**config.mk**
```make
export PLATFORM = sky130hd
export DESIGN_NAME = vx_alu_issue_arb
export DESIGN_NICKNAME = d
export VERILOG_FILES = /design/src/rtl/vx_alu_issue_arb.sv
export SDC_FILE = /design/constraint.sdc
export NUM_CORES = 1
export LEC_CHECK = 0
export CAP_MARGIN = 20
export CORE_AREA = 2 2 144 146
export CTS_CLUSTER_SIZE = 40
export DETAILED_ROUTE_END_ITERATION = 7
export DIE_AREA = 0 0 146 148
export GPL_ROUTABILITY_DRIVEN = 0
export PLACE_DENSITY = 0.71
export SYNTH_ARGS = -nofsm -noshare
export SYNTH_HDL_FRONTEND = slang
export SYNTH_SLANG_ARGS = --single-unit
```
**constraint.sdc**
```tcl
create_clock -name clk -period 7.2 [get_ports clk]
set_input_delay 0.72 -clock clk [delete_from_list [all_inputs] [get_ports clk]]
set_output_delay 0.72 -clock clk [all_outputs]
set_load 0.05 [all_outputs]
```
**src/rtl/vx_alu_issue_arb.sv**
```systemverilog
// Round-robin issue arbiter sharing one ALU between NUM_REQS requesters.
// Multi-beat packets hold the grant until eop; the selected beat is registered once.
module vx_alu_issue_arb #(
    parameter int NUM_REQS  = 4,
    parameter int DATAW     = 64,
    parameter int PERF_W    = 32,
    localparam int REQ_SEL_W = (NUM_REQS > 1) ? $clog2(NUM_REQS) : 1
) (
    input  logic                      clk,
    input  logic                      reset,
    input  logic [NUM_REQS-1:0]       req_valid,
    input  logic [NUM_REQS*DATAW-1:0] req_data,
    input  logic [NUM_REQS-1:0]       req_sop,
    input  logic [NUM_REQS-1:0]       req_eop,
    output logic [NUM_REQS-1:0]       req_ready,
    output logic                      out_valid,
    output logic [DATAW-1:0]          out_data,
    output logic                      out_sop,
    output logic                      out_eop,
    output logic [REQ_SEL_W-1:0]      out_sel,
    input  logic                      out_ready,
    output logic [PERF_W-1:0]         perf_stalls
);

    typedef enum logic {
        ST_IDLE,
        ST_LOCKED
    } lock_state_e;

    lock_state_e            state_q, state_d;
    logic [REQ_SEL_W-1:0]   lock_idx_q, lock_idx_d;
    logic [REQ_SEL_W-1:0]   rr_ptr_q, rr_ptr_d;

    logic                   out_valid_q;
    logic [DATAW-1:0]       out_data_q;
    logic                   out_sop_q;
    logic                   out_eop_q;
    logic [REQ_SEL_W-1:0]   out_sel_q;
    logic [PERF_W-1:0]      perf_q;

    logic                   out_en;
    logic                   grant_valid;
    logic [REQ_SEL_W-1:0]   grant_idx;
    logic                   accept;
    logic                   sel_eop;
    logic                   stall;

    // (base + off) mod NUM_REQS, with off in [0, NUM_REQS)
    function automatic logic [REQ_SEL_W-1:0] rr_idx(input logic [REQ_SEL_W-1:0] base,
                                                    input int off);
        int s;
        s = int'(base) + off;
        if (s >= NUM_REQS) begin
            s = s - NUM_REQS;
        end
        return REQ_SEL_W'(s);
    endfunction

    function automatic logic [PERF_W-1:0] sat_inc(input logic [PERF_W-1:0] v);
        return (&v) ? v : v + 1'b1;
    endfunction

    assign out_en = ~out_valid_q | out_ready;

    // Scan downwards so the requester closest to rr_ptr wins the last write.
    always_comb begin
        grant_valid = 1'b0;
        grant_idx   = '0;
        if (state_q == ST_LOCKED) begin
            grant_valid = 1'b1;
            grant_idx   = lock_idx_q;
        end else begin
            for (int i = NUM_REQS - 1; i >= 0; i--) begin
                if (req_valid[rr_idx(rr_ptr_q, i)]) begin
                    grant_valid = 1'b1;
                    grant_idx   = rr_idx(rr_ptr_q, i);
                end
            end
        end
    end

    always_comb begin
        req_ready = '0;
        if (grant_valid && out_en) begin
            req_ready[grant_idx] = 1'b1;
        end
    end

    assign accept  = grant_valid & out_en & req_valid[grant_idx];
    assign sel_eop = req_eop[grant_idx];
    assign stall   = (|req_valid) & ~accept;

    always_comb begin
        state_d    = state_q;
        lock_idx_d = lock_idx_q;
        rr_ptr_d   = rr_ptr_q;
        case (state_q)
            ST_IDLE: begin
                if (accept) begin
                    if (sel_eop) begin
                        rr_ptr_d = rr_idx(grant_idx, 1);
                    end else begin
                        state_d    = ST_LOCKED;
                        lock_idx_d = grant_idx;
                    end
                end
            end
            ST_LOCKED: begin
                if (accept && sel_eop) begin
                    state_d  = ST_IDLE;
                    rr_ptr_d = rr_idx(lock_idx_q, 1);
                end
            end
            default: state_d = ST_IDLE;
        endcase
    end

    always_ff @(posedge clk) begin
        if (reset) begin
            state_q     <= ST_IDLE;
            lock_idx_q  <= '0;
            rr_ptr_q    <= '0;
            out_valid_q <= 1'b0;
            out_data_q  <= '0;
            out_sop_q   <= 1'b0;
            out_eop_q   <= 1'b0;
            out_sel_q   <= '0;
            perf_q      <= '0;
        end else begin
            state_q    <= state_d;
            lock_idx_q <= lock_idx_d;
            rr_ptr_q   <= rr_ptr_d;
            if (out_en) begin
                out_valid_q <= accept;
                if (accept) begin
                    out_data_q <= req_data[int'(grant_idx) * DATAW +: DATAW];
                    out_sop_q  <= req_sop[grant_idx];
                    out_eop_q  <= sel_eop;
                    out_sel_q  <= grant_idx;
                end
            end
            if (stall) begin
                perf_q <= sat_inc(perf_q);
            end
        end
    end

    assign out_valid   = out_valid_q;
    assign out_data    = out_data_q;
    assign out_sop     = out_sop_q;
    assign out_eop     = out_eop_q;
    assign out_sel     = out_sel_q;
    assign perf_stalls = perf_q;

endmodule
```
Word-level counts from Yosys, hierarchy flattened
Index checks and enable logic that the tools add are counted. W data, S select, Z words.

Add/sub/neg operators: 12. Multiply operators: 0. Div/mod/pow operators: 0. Order comparisons: 12. Equal/unequal tests: 3. Shifts and indexed selects: 1. Muxes and demuxes: 45. Bitwise logic cells: 9. Reductions and logical operators: 9.

Operators by type and width (count): $shiftx A256 B9 Y64 (1); $mux W2 (18); $add A32 B1 Y32 const B (1); $reduce_and A32 Y1 (1); $mux W1 (16); $ge A3 B3 Y1 const B (5); $lt A2 B3 Y1 const B (5); $bmux W1 S2 (7); $sub A2 B1 Y2 const B (6); $add A2 B1 Y3 const B (3); $add A2 B2 Y3 const B (2); $reduce_and A3 Y1 (2); $not A1 Y1 (5); $mux W4 (1); $ne A2 B2 Y1 const B (2); $pmux W2 S2 (1); $reduce_and A2 Y1 (2); $reduce_or A4 Y1 (1); $and A1 B1 Y1 (3); $ge A2 B3 Y1 const B (1); $logic_and A1 B1 Y1 (3); $demux W1 S2 (1); $ge A2 B1 Y1 const B (1); $ne A2 B1 Y1 const B (1); 2 further kinds (2).

Bits in registers: 106. Latch bits: 0. Memory bits (writable): 0. Bits in read-only memories: 0. Output and inout port bits: 105. Logic and storage cells: 100. Memories: 0.

Logic depth before layout (Yosys ltp)
Gate-level depths: netlist (run 1).

Depth in word-level cells: 17. Mapped depth: 11. Mapped depth without buffers: 8.

Least setup slack after synthesis (run 1)
Ideal clock, no wire load.

Kind: input-to-output. Start: input port req_valid[1]. End: output port req_ready[0]. Arrival: 2811 ps. Required time: 6480 ps. Setup slack: 3669 ps. Stages: 9. Buffers on the path: 4. Cell sequence: buf_2 > nor2b_1 > nor4_1 > a221oi_1 > buf_2 > clkbuf_1 > clkbuf_1 > ha_1 > and3_1.

Cells in the longest elaborated chain, start to end: 12. Elaborated cells on any way between the ends: 25. Classes of those cells: 2 x order compare; 21 x mux; 2 x reduce/logical.

RTL lines: from (decl) (line 11) `input logic [NUM_REQS-1:0] req_valid,`; $bmux W1 S2 (line 74) `if (req_valid[rr_idx(rr_ptr_q, i)]) begin`; $mux W1 (not written as such) (line 74); $mux W2 (4 in series) (line 74); $mux W2 (line 69) `if (state_q == ST_LOCKED) begin`; $lt A2 B3 Y1 (not written as such) or $ge A2 B1 Y1 (tied branches) (line 85) `req_ready[grant_idx] = 1'b1;`; $logic_and A1 B1 Y1 (not written as such) (line 85); $mux W1 (not written as such) (line 85); $demux W1 S2 (line 85); $mux W4 * (line 84) `if (grant_valid && out_en) begin`; to (decl) (line 15) `output logic [NUM_REQS-1:0] req_ready,`.

Mark *: on every way between the ends. The rest lies on a longest branch, timed or not. The select of a mux whose other input is x is not followed.

Worst setup path in the final report (run 1)
Start: input port req_valid[1]. End: output port req_ready[3].

The elaborated chain is that of the path after synthesis.

==> out/metrics.yaml, run 1 <==
synth-xor-area-share_pct: 0
grt.busiest_layer: "met2"
postSynthAreaPerCell_um2: 6.443
routedWlPerCell_um: 17.12
grt_util_all_layers_pct: 23.86
clkTransAtPathRegs_ns: 0.07
htreeDepth: 3
preCtsSetupSlack_ns: 2.101
ctsResizeCount: 0
start_util_pct: 32.83
row_count: 52
crit_start: "req_valid[1]"
ys_seq_elements: 106
setup_tns_ns: 0
drtAntennaViolNets: 0
fp.dieArea_um2: 21610
die_height_um: 148
whs_path_depth: 2
portBuffers: 375
setup_viol_count_final: 0
cap_violations: 0
crit_fanout: 56
powerDensity_nw_per_um2: 319.0
cts_max_path_buffers: 2
synth_edf_count: 0
drtPass1Iterations: 5
crit_end: "req_ready[3]"
power_w: 0.003423
hp-class: "flop to flop"
slew_headroom_pct: 34.17
worst_slack_ns: 2.306
grt_use_met2_pct: 40.35
rsz0062_at_grt: "no"
ir_worst_vdd_mv: 0.1503
drive_gt1_share_pct: 3.515
synthAdderAreaFrac_pct: 0.9509
coreArea_um2: 20040
crit_type: "primary input to primary output"
layout_commonest_cell: "nand2_1"
r2r_end: "lock_idx_q[1]$_SDFFE_PP0P_"
yosys.area_share.simple_pct: 39.58
worst_pin_slew_ns: 0.9874
synthDistinctLibCells: 56
finalInstanceArea_um2: 10730
remaining_drc_errors: 0
clock-sinks: 106
routed_wl_mm: 27.51
r2r_cells: 9
clk_latency_ns: 0.36
final_util_pct: 53.55
overflow: 0
slew_viol_final: 0
grt_pass1_vias: 7623
hpwl_mm: 20.11
final_cell_mix: "nand2_1 (410), clkdlybuf4s50_1 (375), dfxtp_1 (106), nand3_1 (76), o21ai_0 (69)"
cp.arrival_ns: 4.17
grt_max_degree: 94
max_freq_ghz: 0.2043
ys_seq_area_share_pct: 32.26
ios: 376
cts_setup_buffers: 0
r2r_start: "state_q$_SDFF_PP0_"
async_reset_ff_share_pct: 0
die_x_um: 146
hold_violations: 0
p_leak_nw: 4.273
cp-start-kind: "primary input"
period_minus_slack_ns: 4.894
antenna_found_initial: 0
cts_made_buffers: 9
yosysWarnings: 0
grt_pass1_wl_mm: 41.48
timing.final.crit_share_pct: 67.98
synth_area_um2: 6579
drt-initial-drc-count: 449
area_growth_pct: 63.12
finalClockSkew_ns: 0.01388
outcome: "completed"
ctsHoldBuffers: 0
synth_top_family_by_area: "simple AND/OR/NAND/NOR gates"
cp-end-kind: "primary output"
synth_ff_type: "dfxtp_1"
synth-compound-area-share_pct: 19.42
synthesis.instances: 1021
vias: 8354
syn_nets: 1297
muxShareOfSynthArea_pct: 1.864
grt_util_met1_pct: 30.80
placed_cell_area_um2: 10440
met3_usage_pct: 4.228
cts-root-buf: "clkbuf_16"
final_nets: 1608
diodes: 0
critPathRequiredTime_ns: 6.48
viasPerCell: 5.199
ff2ff_setup_slack_ns: 3.00
cts_tree: "yes"
worst min-delay path by stage:
stage,slack (ns),endpoint,start
after floorplan,0.47,rr_ptr_q[0]$_SDFFE_PP0P_,rr_ptr_q[0]$_SDFFE_PP0P_
after global placement,0.45,out_data[48]$_SDFFE_PP0P_,out_data[48]$_SDFFE_PP0P_
after detailed placement,0.46,out_data[3]$_SDFFE_PP0P_,out_data[3]$_SDFFE_PP0P_
after CTS,0.47,out_data[5]$_SDFFE_PP0P_,out_data[5]$_SDFFE_PP0P_
after global routing,0.49,out_data[58]$_SDFFE_PP0P_,out_data[58]$_SDFFE_PP0P_
final,0.47,out_data[60]$_SDFFE_PP0P_,out_data[60]$_SDFFE_PP0P_
cell usage after synthesis, types with 12 or more instances:
cell / n / area share, %
nor2b_1: 12 / 1.1
clkbuf_1: 53 / 3.0
buf_1: 12 / 0.68
o22ai_1: 65 / 6.2
nand2_1: 411 / 23
buf_2: 21 / 1.6
nand3_1: 76 / 5.8
or4_1: 13 / 1.5
o21ai_0: 69 / 5.2
nor2_1: 23 / 1.3
o31ai_1: 12 / 1.4
dfxtp_1: 106 / 32
nand4_1: 15 / 1.4
a21oi_1: 18 / 1.4
metal layers:
layer	wire length, um	part of all wire [%]
met4	680	2.5
met1	11940	43
met3	1650	6.0
met5	0	0
met2	13240	48
worst max-delay path: stages:
cell and delay (ns):
clkdlybuf4s50_1 0.57, nor2b_1 0.37, a2111o_1 0.24, nand3_4 0.42, inv_4 0.64, ha_1 0.25
and3_1 0.15, clkdlybuf4s50_1 0.80
registers in the layout, indices dropped and copies added (netlist names):
register / flops
out_eop: 1
rr_ptr_q: 2
out_data: 64
out_sop: 1
lock_idx_q: 2
perf_stalls: 32
state_q: 1
out_valid: 1
out_sel: 2
final cells by class:
cell class,instances,area (um2)
fillers,2022,9308
multi-input cells,820,4099
repair buffers,387,3844
flip-flops and latches,106,2122
well taps,270,337.8
clock buffers,11,232.7
clock inverters,5,63.81
inverters,8,32.53
where the power goes:
group          leakage [nW]  total [W]  switching, W  internal (W)
combinational          3.26    0.00211       0.00139      0.000712
clock                 0.140   0.000512      0.000239      0.000273
sequential            0.869   0.000805     0.0000852      0.000720
total                  4.27    0.00342       0.00172       0.00171
per-stage QoR:
stage,cells,hold WS [ns]
4_1_cts,1607,0.4710
3_3_place_gp,1591,0.4535
2_1_floorplan,1021,0.4732
5_1_grt,1607,0.4880
3_5_place_dp,1591,0.4594
6_report,1607,0.4699
cells by family (layout without fill, tap and decap cells):
logic type	Yosys count	after routing
buffers and inverters	95	411
and+or+nand+nor	600	600
DFF	106	106
adders and majority gates	5	5
AOI/OAI and AO/OA	204	204
muxes	11	11
Power figures use the tool's default switching activity.
==> run 2, diff against run 1 <==
--- a/config.mk
+++ b/config.mk
@@ -6,12 +6,12 @@
 export NUM_CORES = 1
 export LEC_CHECK = 0
 export CAP_MARGIN = 20
-export CORE_AREA = 2 2 144 146
+export CORE_AREA = 2 2 145 147
 export CTS_CLUSTER_SIZE = 40
 export DETAILED_ROUTE_END_ITERATION = 7
-export DIE_AREA = 0 0 146 148
+export DIE_AREA = 0 0 147 149
 export GPL_ROUTABILITY_DRIVEN = 0
-export PLACE_DENSITY = 0.71
+export PLACE_DENSITY = 0.7
 export SYNTH_ARGS = -nofsm -noshare
 export SYNTH_HDL_FRONTEND = slang
 export SYNTH_SLANG_ARGS = --single-unit
==> constraint.sdc (replaced) <==
create_clock -name clk -period 4.55 [get_ports clk]
set_input_delay 0.455 -clock clk [delete_from_list [all_inputs] [get_ports clk]]
set_output_delay 0.455 -clock clk [all_outputs]
set_load 0.05 [all_outputs]
==> out/metrics.yaml, run 2 (same netlist as run 1, synthesis figures left out) <==
die_x_um: 147  # was 146 um
cts_setup_buffers: 0  # unchanged
crit_type: "primary input to primary output"  # unchanged
worst_pin_slew_ns: 1.031  # was 0.9874 ns
hpwl_mm: 19.56  # was 20.11 mm
max_freq_ghz: 0.2798
routed_wl_mm: 26.91  # was 27.51 mm
grt_pass1_vias: 7430  # was 7623
drive_gt1_share_pct: 3.812  # was 3.515%
worst_slack_ns: 0.9754  # was 2.306 ns
cp-start-kind: "primary input"  # unchanged
fp.dieArea_um2: 21900  # was 21610 um2
antenna_found_initial: 1  # was 0
grt_pass1_wl_mm: 40.38  # was 41.48 mm
cap_violations: 0  # unchanged
p_leak_nw: 4.309  # was 4.273 nW
setup_tns_ns: 0  # unchanged
htreeDepth: 3  # unchanged
crit_fanout: 9  # was 56
clk_latency_ns: 0.35  # was 0.36 ns
critPathRequiredTime_ns: 4.09  # was 6.48 ns
period_minus_slack_ns: 3.575
start_util_pct: 32.00  # was 32.83%
portBuffers: 375  # unchanged
finalNonFillerCells: 1614  # was 1607
rsz0062_at_grt: "no"  # unchanged
viasPerCell: 5.143  # was 5.199
die_height_um: 149  # was 148 um
layout_commonest_cell: "nand2_1"  # unchanged
placed_cells: 1598  # was 1591
remaining_drc_errors: 0  # unchanged
final_nets: 1610  # was 1608
ctsHoldBuffers: 0  # unchanged
cp-end-kind: "primary output"  # unchanged
overflow: 0  # unchanged
finalInstanceArea_um2: 10810  # was 10730 um2
cts_made_buffers: 9  # unchanged
cp.arrival_ns: 3.12  # was 4.17 ns
final_cell_mix: "nand2_1 (410), clkdlybuf4s50_1 (373), dfxtp_1 (106), nand3_1 (76), o21ai_0 (69)"  # was nand2_1 (410), clkdlybuf4s50_1 (375), dfxtp_1 (106), nand3_1 (76), o21ai_0 (69)
ios: 376  # unchanged
drt-initial-drc-count: 469  # was 449
hp-class: "flop to flop"  # unchanged
placed_cell_area_um2: 10490  # was 10440 um2
finalClockSkew_ns: 0.009750  # was 0.01388 ns
cts_max_path_buffers: 2  # unchanged
grt_max_degree: 100  # was 94
setup_viol_count_final: 0  # unchanged
area_growth_pct: 64.32  # was 63.12%
slew_viol_final: 0  # unchanged
largest_reg_flops: 64  # unchanged
clkTransAtPathRegs_ns: 0.07  # about the same
preCtsSetupSlack_ns: 0.7280  # was 2.101 ns
clock-sinks: 106  # unchanged
outcome: "completed"  # unchanged
row_count: 53  # was 52
cts_tree: "yes"  # unchanged
ir_worst_vdd_mv: 0.4154  # was 0.1503 mV
powerDensity_nw_per_um2: 508.7  # was 319.0 nW/um2
routedWlPerCell_um: 16.67  # was 17.12 um
slew_headroom_pct: 31.26  # was 34.17%
coreArea_um2: 20560  # was 20040 um2
ctsResizeCount: 0  # unchanged
vias: 8301  # was 8354
fillers: 2037  # was 2022
hold_violations: 0  # unchanged
final_util_pct: 52.59  # was 53.55%
drtAntennaViolNets: 0  # unchanged
timing.final.crit_share_pct: 78.56
cts-root-buf: "clkbuf_16"  # unchanged
grt_util_all_layers_pct: 22.95  # was 23.86%
drtPass1Iterations: 5  # unchanged
-- run 2: final cells by class --
type                    count  area (um2)  share of cell area (%)
multi-input cells         820        4099                   37.92
repair buffers            389        3891                   36.00
well taps                 275       344.1                   3.183
flip-flops and latches    106        2122                   19.63
inverters                   8       32.53                  0.3009
diodes                      1       2.502                 0.02315
clock inverters             4       76.32                  0.7060
clock buffers              11       242.7                   2.245
-- run 2: report_power, final --
part	leakage (nW)	switching [W]	internal [W]	total (W)
logic	3.29	0.00221	0.00116	0.00337
registers	0.869	0.000135	0.00114	0.00127
clock network	0.152	0.000354	0.000496	0.000850
-- run 2: final timing paths --
| kind | from | to | slack (ns) | cells after the start |
|---|---|---|---|---|
| max | req_valid[1] | req_ready[1] | 0.98 | 8 |
| min | out_data[35]$_SDFFE_PP0P_ | out_data[35]$_SDFFE_PP0P_ | 0.47 | 2 |
| max reg2reg | state_q$_SDFF_PP0_ | out_data[12]$_SDFFE_PP0P_ | 1.21 | 10 |
| min reg2reg | out_data[35]$_SDFFE_PP0P_ | out_data[35]$_SDFFE_PP0P_ | 0.47 | 2 |
-- run 2: per-stage QoR --
step	hold slack [ns]	total power (W)
after floorplan	0.4732	0.003526
after CTS	0.4701	0.005548
after global routing	0.4806	0.005868
after detailed placement	0.4579	0.004679
after global placement	0.4532	0.004651
final	0.4690	0.005499
-- run 2: per-layer routing --
metal,share of wire [%],vias to the layer above,global-route usage (%)
li1,-,4158,-
met1,43,3823,29.44
met2,48,278,38.71
met3,6.3,40,4.679
met4,2.4,2,7.692
met5,0.052,-,0
-- run 2: worst max-delay path: stages --
cell and delay (ns):
clkdlybuf4s50_1 0.68, nor2b_1 0.17, nor4_1 0.49, a221oi_4 0.08, inv_1 0.13, ha_1 0.14
and3_1 0.16, clkdlybuf4s50_1 0.81
